===== src/rtl/bsg_cache_to_axi_rx_sched.sv =====
// Round-robin read-request scheduler for the cache-to-AXI read path.
// Picks one cache per issue slot, registers its tag and block-aligned
// address, and caps in-flight read bursts with a credit counter.
module bsg_cache_to_axi_rx_sched #(
    parameter int num_cache_p           = 4,
    parameter int data_width_p          = 32,
    parameter int block_size_in_words_p = 8,
    parameter int axi_addr_width_p      = 32,
    parameter int max_outstanding_p     = num_cache_p,
    localparam int lg_num_cache_lp      = (num_cache_p > 1) ? $clog2(num_cache_p) : 1,
    localparam int outstanding_width_lp = $clog2(max_outstanding_p + 1)
) (
    input  logic                                      clk_i,
    input  logic                                      reset_i,

    input  logic [num_cache_p-1:0]                    dma_v_i,
    input  logic [num_cache_p*axi_addr_width_p-1:0]   dma_addr_i,
    output logic [num_cache_p-1:0]                    dma_yumi_o,

    output logic                                      rx_v_o,
    output logic [lg_num_cache_lp-1:0]                rx_tag_o,
    output logic [axi_addr_width_p-1:0]               rx_axi_addr_o,
    input  logic                                      rx_yumi_i,
    input  logic                                      rx_done_i,

    output logic [outstanding_width_lp-1:0]           outstanding_o
);

    localparam int block_offset_lp = $clog2(block_size_in_words_p * data_width_p / 8);
    localparam logic [axi_addr_width_p-1:0] addr_mask_lp =
        {axi_addr_width_p{1'b1}} << block_offset_lp;
    localparam logic [outstanding_width_lp-1:0] max_outstanding_lp =
        outstanding_width_lp'(max_outstanding_p);
    localparam logic [lg_num_cache_lp-1:0] last_reset_lp =
        lg_num_cache_lp'(num_cache_p - 1);

    typedef enum logic {
        IDLE  = 1'b0,
        ISSUE = 1'b1
    } state_e;

    state_e                             state_q, state_d;
    logic                               rx_v_q, rx_v_d;
    logic [lg_num_cache_lp-1:0]         tag_q, tag_d;
    logic [axi_addr_width_p-1:0]        addr_q, addr_d;
    logic [lg_num_cache_lp-1:0]         last_q, last_d;
    logic [outstanding_width_lp-1:0]    outstanding_q, outstanding_d;

    logic                               grant_found;
    logic [lg_num_cache_lp-1:0]         grant_idx;
    logic [axi_addr_width_p-1:0]        grant_addr;
    logic                               capture;
    logic                               accept;

    // Round-robin search starting just after the last granted cache.
    always_comb begin
        int unsigned idx;
        grant_found = 1'b0;
        grant_idx   = '0;
        grant_addr  = '0;
        for (int unsigned i = 1; i <= num_cache_p; i++) begin
            idx = (32'(last_q) + i) % num_cache_p;
            if (!grant_found && dma_v_i[idx]) begin
                grant_found = 1'b1;
                grant_idx   = lg_num_cache_lp'(idx);
                grant_addr  = dma_addr_i[idx*axi_addr_width_p +: axi_addr_width_p];
            end
        end
    end

    assign capture = (state_q == IDLE) && grant_found && (outstanding_q < max_outstanding_lp);
    assign accept  = rx_v_q && rx_yumi_i;

    // Dequeue strobe to the granted cache in the capture cycle; quiet during reset.
    always_comb begin
        dma_yumi_o = '0;
        if (capture && !reset_i) begin
            dma_yumi_o[grant_idx] = 1'b1;
        end
    end

    // Next-state: capture in IDLE, hold in ISSUE until accepted, credit update.
    always_comb begin
        state_d       = state_q;
        rx_v_d        = rx_v_q;
        tag_d         = tag_q;
        addr_d        = addr_q;
        last_d        = last_q;
        outstanding_d = outstanding_q;

        case (state_q)
            IDLE: begin
                if (capture) begin
                    state_d = ISSUE;
                    rx_v_d  = 1'b1;
                    tag_d   = grant_idx;
                    addr_d  = grant_addr & addr_mask_lp;
                    last_d  = grant_idx;
                end
            end
            ISSUE: begin
                if (rx_yumi_i) begin
                    state_d = IDLE;
                    rx_v_d  = 1'b0;
                end
            end
            default: begin
                state_d = IDLE;
                rx_v_d  = 1'b0;
            end
        endcase

        // Simultaneous issue and completion cancel; completion at zero saturates.
        case ({accept, rx_done_i})
            2'b10:   outstanding_d = outstanding_q + 1'b1;
            2'b01:   outstanding_d = (outstanding_q == '0) ? '0 : outstanding_q - 1'b1;
            default: outstanding_d = outstanding_q;
        endcase
    end

    // State, registered outputs and credit counter.
    always_ff @(posedge clk_i or posedge reset_i) begin
        if (reset_i) begin
            state_q       <= IDLE;
            rx_v_q        <= 1'b0;
            tag_q         <= '0;
            addr_q        <= '0;
            last_q        <= last_reset_lp;
            outstanding_q <= '0;
        end else begin
            state_q       <= state_d;
            rx_v_q        <= rx_v_d;
            tag_q         <= tag_d;
            addr_q        <= addr_d;
            last_q        <= last_d;
            outstanding_q <= outstanding_d;
        end
    end

    assign rx_v_o        = rx_v_q;
    assign rx_tag_o      = tag_q;
    assign rx_axi_addr_o = addr_q;
    assign outstanding_o = outstanding_q;

    rx_done_needs_credit: assert property (@(posedge clk_i) disable iff (reset_i)
        !(rx_done_i && !accept && (outstanding_q == '0)));

endmodule


===== config.mk =====
export PLATFORM = sky130hd
export DESIGN_NAME = bsg_cache_to_axi_rx_sched
export DESIGN_NICKNAME = d
export VERILOG_FILES = /design/src/rtl/bsg_cache_to_axi_rx_sched.sv
export SDC_FILE = /design/constraint.sdc
export NUM_CORES = 1
export LEC_CHECK = 0
export CAP_MARGIN = 0
export CELL_PAD_IN_SITES_DETAIL_PLACEMENT = 1
export CELL_PAD_IN_SITES_GLOBAL_PLACEMENT = 1
export CORE_UTILIZATION = 33
export CTS_BUF_LIST = sky130_fd_sc_hd__clkbuf_8
export CTS_CLUSTER_DIAMETER = 150
export DETAILED_ROUTE_END_ITERATION = 12
export GPL_TIMING_DRIVEN = 0
export PLACE_DENSITY = 0.83
export SETUP_SLACK_MARGIN = 0.02
export SLEW_MARGIN = 20
export SYNTH_ARGS = -nofsm -noshare
export SYNTH_HDL_FRONTEND = slang
export SYNTH_SLANG_ARGS = --single-unit

===== constraint.sdc =====
create_clock -name clk_i -period 3.25 [get_ports clk_i]
set_clock_uncertainty 0.2 [all_clocks]
set_input_delay 0.65 -clock clk_i [delete_from_list [all_inputs] [get_ports clk_i]]
set_output_delay 0.65 -clock clk_i [all_outputs]
set_load 0.05 [all_outputs]

==> results of run 1 <==
==> flip-flops by register name, indices dropped and copies added (netlist names) <==
register	flops
last_q	2
outstanding_o	3
rx_axi_addr_o	27
rx_tag_o	2
rx_v_o	1
state_q	1
==> worst reg2reg max path: stages (launching register included) <==
cell and delay, ns:
dfstp_2 0.38, or3b_2 0.52, a211oi_4 0.57, clkbuf_1 0.55
a22oi_1 0.22, nand3_1 0.17, o21ai_1 0.08
==> cell usage in the layout (no fill, tap or decap), drive strengths merged <==
cell           Yosys  final
a211o              1      1
and3b              1      1
or3b               2      2
mux2i            109    109
dlymetal6s2s       0      2
nor3               1      1
o21a               1      1
a22oi             28     28
a21oi             32     32
nor3b              1      1
o21ai             33     33
clkdlybuf4s50      0    145
o2bb2a             1      1
dfstp              2      2
a21boi             1      1
inv                9      9
or2                1      1
clkbuf            26     30
nand2b             6      6
a21o               1      1
o31a              27     27
mux2              27     27
dfrtp             34     34
nor2              61     61
mux4               2      2
nor4b              1      1
bufinv             0      3
nor4               2      2
ha                 5      5
o22ai              1      1
conb               1      5
nand3             28     28
nand2             37     37
o41a               1      1
buf               41     53
nand3b             2      2
a211oi            59     59
==> per-layer routing <==
| metal | wire [µm] | share of wire, % | up-vias | track usage, % |
|---|---|---|---|---|
| li1 | - | - | 2520 | - |
| met4 | 508 | 2.4 | 0 | 11.0 |
| met2 | 10300 | 49 | 308 | 48.4 |
| met5 | 0 | 0 | - | 0 |
| met1 | 8820 | 42 | 2846 | 35.5 |
| met3 | 1450 | 6.9 | 48 | 2.77 |
==> per-stage QoR <==
| step | TNS (ns) | cells | total power, mW | instance area [µm²] | util (%) |
|---|---|---|---|---|---|
| 2_1_floorplan | -0.217 | 589 | 4.25 | 4740 | - |
| 3_3_place_gp | -5.36 | 920 | 5.62 | 6480 | 46.7 |
| 3_5_place_dp | -6.63 | 921 | 5.81 | 6500 | 46.8 |
| 4_1_cts | 0 | 932 | 6.51 | 6740 | 48.6 |
| 5_1_grt | 0 | 935 | 6.94 | 6810 | 49.1 |
| 6_report | 0 | 935 | 6.64 | 6810 | 49.1 |
==> report_power, final <==
group | internal (mW) | switching, mW | leakage, nW
sequential | 0.679 | 0.199 | 0.443
combinational | 1.95 | 3.22 | 2.41
clock | 0.384 | 0.204 | 0.0784
==> cell families after synthesis <==
kind of cell               Yosys count  share of synthesized area, %
AOI/OAI and AO/OA                  186                          27.6
adders and majority gates            5                          1.33
buffers and inverters               76                          7.91
DFF                                 36                          19.2
muxes                              138                          30.6
other                                1                        0.0796
and+or+nand+nor                    143                          13.4
==> timing repair <==
item / CTS / global route
cloned: 0 / 1
gates resized for setup: 45 / 14
setup buffers: 5 / 3
endpoints found under the setup margin: 4 / 5
pin swaps: 3 / 3
==> cell type report <==
type	count	area, µm²	share of cell area, %
multi-input combinational	477	3510	51.6
tap	180	225	3.31
inverter	9	33.8	0.496
buffer	64	377	5.53
timing repair buffer	161	1600	23.5
sequential	36	903	13.3
clock buffer	5	68.8	1.01
clock inverter	3	90.1	1.32
==> worst max-delay path by stage <==
stage	from	to	slack [ns]	depth (start not counted)
after CTS	dma_v_i[3]	dma_yumi_o[2]	0.002	8
final	dma_v_i[2]	dma_yumi_o[2]	0.07	8
after floorplan	dma_v_i[0]	dma_yumi_o[0]	-0.11	6
after detailed placement	dma_v_i[2]	dma_yumi_o[2]	-1.40	8
after global placement	dma_v_i[2]	dma_yumi_o[2]	-1.44	8
after global routing	dma_v_i[2]	dma_yumi_o[2]	0.02	8
==> results.md, run 1 <==
* Buffers on Ports at 151
* Die width at 121 µm
* Top delay family on crit path: buffers and inverters
* Worst EP required at 2.40 ns
* Commonest cells in the netlist: 109 x mux2i_1, 61 x nor2_1, 57 x a211oi_1
* Drt drc at 0
* MaxCap Viol Count at 0
* CTS Buffer Depth at 2
* CTS tree: yes
* Routability cong. at 0.865
* Fin Hold WS at 0.297 ns
* Number of flops mapped to enable cells by yosys at 0
* Register bit count reported by yosys at 36
* RSZ-0062 raised after global routing: false
* Die H at 121 µm
* Skew-Pair Late Insertion Delay at 0.31 ns
* Hold crit path type: reg -> reg
* Top cells by area, synth: mux2i_1 23%, dfrtp_1 18%, a211oi_1 9.1%, mux2_2 6.5%, o31a_1 5.0%
* Period utilisation layout at 97.9%
* Number of global-route vias before repair at 6020
* Async set-reset flop share out of synthesis at 100%
* Initial antenna violation count at 0
* First-pass DRT Iterations at 5
* Initial Util at 33.9%
* Pre-CTS WS at -1.40 ns
* Seq/Total Area, Yosys at 19.2%
* GRT Total Usage at 28.0%
* Count leader, synth: mux2i_1
* Synth Flop Type: dfrtp_1
* Setup Crit Path Kind: in -> out
* Hold_sp: rx_tag_o[1]
* Vias at 5722
* Minimum setup slack among reg-to-reg paths at 0.43 ns
* Final worst slack at 0.0684 ns
* Row count at 43
* Largest stage delay on the critical path at 0.53 ns
* Status: complete, no violations
* Share of layout cells above drive strength 1 at 14.4%
* Drt wl/cell at 22.6 µm
* Post-CTS Hold Fix Bufs at 0
* Avg Synthesized Cell Area at 8.05 µm²
* Cts bufs inserted at 5
* First-pass GRT wire length at 31700 µm
* Slowest-stage cell, CP: clkdlybuf4s50_1
* I/O Pins at 178
* Filler Cells Inserted at 1662
* Max Fclk at 314 MHz
* PwrDens at 975 nW/µm²
* Ant. Diodes at 0
* FF-to-FF Start: last_q[0]
* CP Cell Sequence: clkdlybuf4s50_1, buf_6, nor2_1, a211oi_4, clkbuf_8, nand3_1, nor2_2, buf_6
* Worst r2r path cells at 6
* Worst vdd ir at 0.000380 V
* Post-synthesis cell area at 4710 µm²
* Reg-to-reg critical path endpoint: rx_axi_addr_o[6]
* Most used cell, CP: buf_6
* Nets@finish at 895
* Arr. time, crit path at 2.33 ns
* Gate count of the mapped netlist at 585
* Max-slew violation total from the final report at 0
* Rel. slew slack at 38.5%
* Clock root buffer: clkbuf_8
* Hold depth at 2
* Grt ovf at 0
* Startpoint Class: input port
* Least-Margin Pin Slew at 0.922 ns
* Hold Path Sink: rx_tag_o[1]
* Share of the synthesized area in the top cell type at 23.2%
* Setup Viol. Count Final at 0
* Core Area at 13900 µm²
* Netlist cell types at 41
* Vias per cell at 6.12
* Sink Count at 36
* Worst-path clk slew at 0.09 ns
* Synth-to-layout area growth at 44.6%
* Dpl hpwl at 14900 µm
* Largest net degree at the start of global routing at 23
* Leading area contributor after synthesis: mux2i_1
* Crit path time final at 3.18 ns
* Sum of buffers and inverters on the critical path at 4
* P_leak at 2.93 nW
* Fin. Hold Viols at 0
* WL final at 21100 µm
* CTS H-tree depth at 2
* Critical path peak fanout at 6
* CP endpoint kind: output pin
* Synthesis warning total at 0
* Final ANT Viol Nets at 0
* DR iter-0 viols at 448
* Die Area at 14800 µm²
(Power assumes the default switching activity.)
==> run 2: changes to the inputs <==
- PLACE_DENSITY: 0.83 -> 0.93
==> results.md, run 2 (synthesized netlist as in run 1, its figures left out) <==
* Max FFs per register at 27 (unchanged)
* Core Area at 13900 µm² (unchanged)
* Final ANT Viol Nets at 0 (unchanged)
* Finished Cell Area at 6780 µm² (-0.50%)
* Setup Viol. Count Final at 0 (unchanged)
* Routability cong. at 0.873 (+0.84%)
* Die Area at 14800 µm² (unchanged)
* Most common cell after layout, fill and taps aside: clkdlybuf4s50_1
* Flop pwr share at 13.7% (+0.5 points)
* Worst EP required at 2.40 ns (about the same)
* Row count at 43 (unchanged)
* CTS H-tree depth at 2 (unchanged)
* Largest stage delay on the critical path at 0.49 ns (-0.04 ns)
* Fin util at 48.8% (-0.24 points)
* Vias at 5650 (-1.3%)
* Clock root buffer: clkbuf_8
* Filler Cells Inserted at 1659 (-0.18%)
* Startpoint Class: input port
* Hold crit path type: reg -> reg
* Die width at 121 µm (unchanged)
* Sink Count at 36 (unchanged)
* Switch Pwr at 3.58 mW (-1.2%)
* Slowest-stage cell, CP: clkdlybuf4s50_1
* Max-slew violation total from the final report at 0 (unchanged)
* CP Cell Sequence: clkdlybuf4s50_1, buf_6, nor2_2, a21oi_1, a21oi_2, buf_4, nor4_2, buf_4
* GRT Total Usage at 27.3% (-0.69 points)
* Switching Share at 55.5% (+0.87 points)
* Critical path peak fanout at 10 (+4)
* Initial antenna violation count at 0 (unchanged)
* Worst vdd ir at 0.000422 V (+11%)
* Combinational share of power at 78.9% (+1.0 points)
* Ant. Diodes at 0 (unchanged)
* Worst-path clk slew at 0.09 ns (about the same)
* Fin. Hold Viols at 0 (unchanged)
* Top routing layer used: met4
* Least-Margin Pin Slew at 0.895 ns (-0.0276 ns)
* WL final at 20900 µm (-0.84%)
* PwrDens at 953 nW/µm² (-2.3%)
* Rel. slew slack at 40.4% (+1.8 points)
* Crit path time final at 3.24 ns (+0.0556 ns)
* CTS tree: yes
* Period utilisation layout at 99.6% (+1.7 points)
* DR iter-0 viols at 486 (+8.5%)
* Status: complete, no violations
* Post-CTS Hold Fix Bufs at 0 (unchanged)
* Sum of buffers and inverters on the critical path at 4 (unchanged)
* I/O Pins at 178 (unchanged)
* Vias per cell at 6.04 (-1.3%)
* Drt drc at 0 (unchanged)
* TNS Setup at 0 ns (unchanged)
* Grt ovf at 0 (unchanged)
* CP endpoint kind: output pin
* M1 wire length at 8630 µm (-2.2%)
* Skew-Pair Late Insertion Delay at 0.31 ns (about the same)
* Arr. time, crit path at 2.39 ns (+0.06 ns)
* Number of global-route vias before repair at 6036 (+0.27%)
* Die H at 121 µm (unchanged)
* Internal at 2.87 mW (-4.6%)
* Dpl hpwl at 14900 µm (-0.41%)
* Largest net degree at the start of global routing at 21 (-8.7%)
* Clk pwr share at 7.4% (-1.5 points)
* Buffers on Ports at 151 (unchanged)
* Nets@finish at 895 (unchanged)
* Most frequent cells in the layout: 146 x clkdlybuf4s50_1, 109 x mux2i_1, 58 x nor2_1
* Fin Hold WS at 0.314 ns (+0.0166 ns)
* Drt wl/cell at 22.4 µm (-0.84%)
* Top delay family on crit path: buffers and inverters
* Share of layout cells above drive strength 1 at 14.4% (unchanged)
* Setup Crit Path Kind: in -> out
* CTS Buffer Depth at 2 (unchanged)
* Cts bufs inserted at 5 (unchanged)
* Final worst slack at 0.0128 ns (-0.0556 ns)
* Pre-CTS WS at -1.30 ns (+0.0987 ns)
* First-pass GRT wire length at 31600 µm (-0.57%)
* Most used cell, CP: buf_4
* MaxCap Viol Count at 0 (unchanged)
* Final Non-Filler Cells at 935 (unchanged)
* P_leak at 2.90 nW (-1.0%)
* Synth-to-layout area growth at 43.9%
* Max Fclk at 309 MHz (-1.7%)
* Met2 WL at 10300 µm (-0.68%)
* Overall power at 6.46 mW (-2.7%)
* Post-DP Area at 6510 µm² (+0.12%)
* First-pass DRT Iterations at 5 (unchanged)
* Initial Util at 33.9% (unchanged)
* Met3 routed WL at 1240 µm (-15%)
* Post-placement cell count at 921 (unchanged)
[run 2: cell types whose count changed in the layout (fill, tap and decap cells not counted), sizes merged]
cell | previous run | this run
clkbuf | 30 | 34
buf | 53 | 51
bufinv | 3 | 1
clkdlybuf4s50 | 145 | 146
dlymetal6s2s | 2 | 1
[run 2: worst reg2reg max path, cell delays in order (launching register included)]
cell and delay (ns):
dfstp_2 0.55, buf_6 0.14, clkbuf_4 0.24, buf_2 0.33
buf_4 0.30, mux2i_1 0.30, a211oi_1 0.13, a211oi_1 0.32
o21ai_1 0.12
[run 2: final cells by class]
type	instances	area, µm²	area share (%)
clock buffer	7	96.3	1.42
multi-input combinational	477	3500	51.7
inverter	9	33.8	0.498
timing repair buffer	161	1620	23.9
clock inverter	1	30.0	0.443
sequential	36	903	13.3
buffer	64	369	5.45
tap	180	225	3.32
[run 2: power by group through the flow]
stage | Sequential [mW] | Combinational, mW | Clock, mW
6_report | 0.883 | 5.10 | 0.479
3_5_place_dp | 0.859 | 4.89 | 0
2_1_floorplan | 1.46 | 2.79 | 0
5_1_grt | 0.900 | 5.41 | 0.484
3_3_place_gp | 0.849 | 4.76 | 0
4_1_cts | 0.855 | 4.99 | 0.471
[run 2: metal layers]
metal	vias to the layer above	global-route usage, %
met2	298	46.6
met3	82	3.62
met5	-	0
li1	2523	-
met4	0	14.3
met1	2747	33.2
[run 2: worst paths after layout]
| check | start | to | slack [ns] | cells after the start |
|---|---|---|---|---|
| max | dma_v_i[1] | dma_yumi_o[1] | 0.01 | 8 |
| min | rx_tag_o[1] | rx_tag_o[1] | 0.31 | 2 |
| max reg2reg | last_q[0] | rx_axi_addr_o[13] | 0.52 | 8 |
| min reg2reg | rx_tag_o[1] | rx_tag_o[1] | 0.31 | 2 |
| max in group asynchronous | reset_i | rx_axi_addr_o[29] | 1.80 | 3 |
| min in group asynchronous | reset_i | rx_v_o | 0.56 | 2 |
[run 2: what timing repair did]
action | 4_1_cts | 5_1_grt
setup buffers | 4 | 5
setup endpoints to repair | 4 | 4
pin swaps | 3 | 4
gates cloned | 0 | 0
resized for setup | 45 | 8
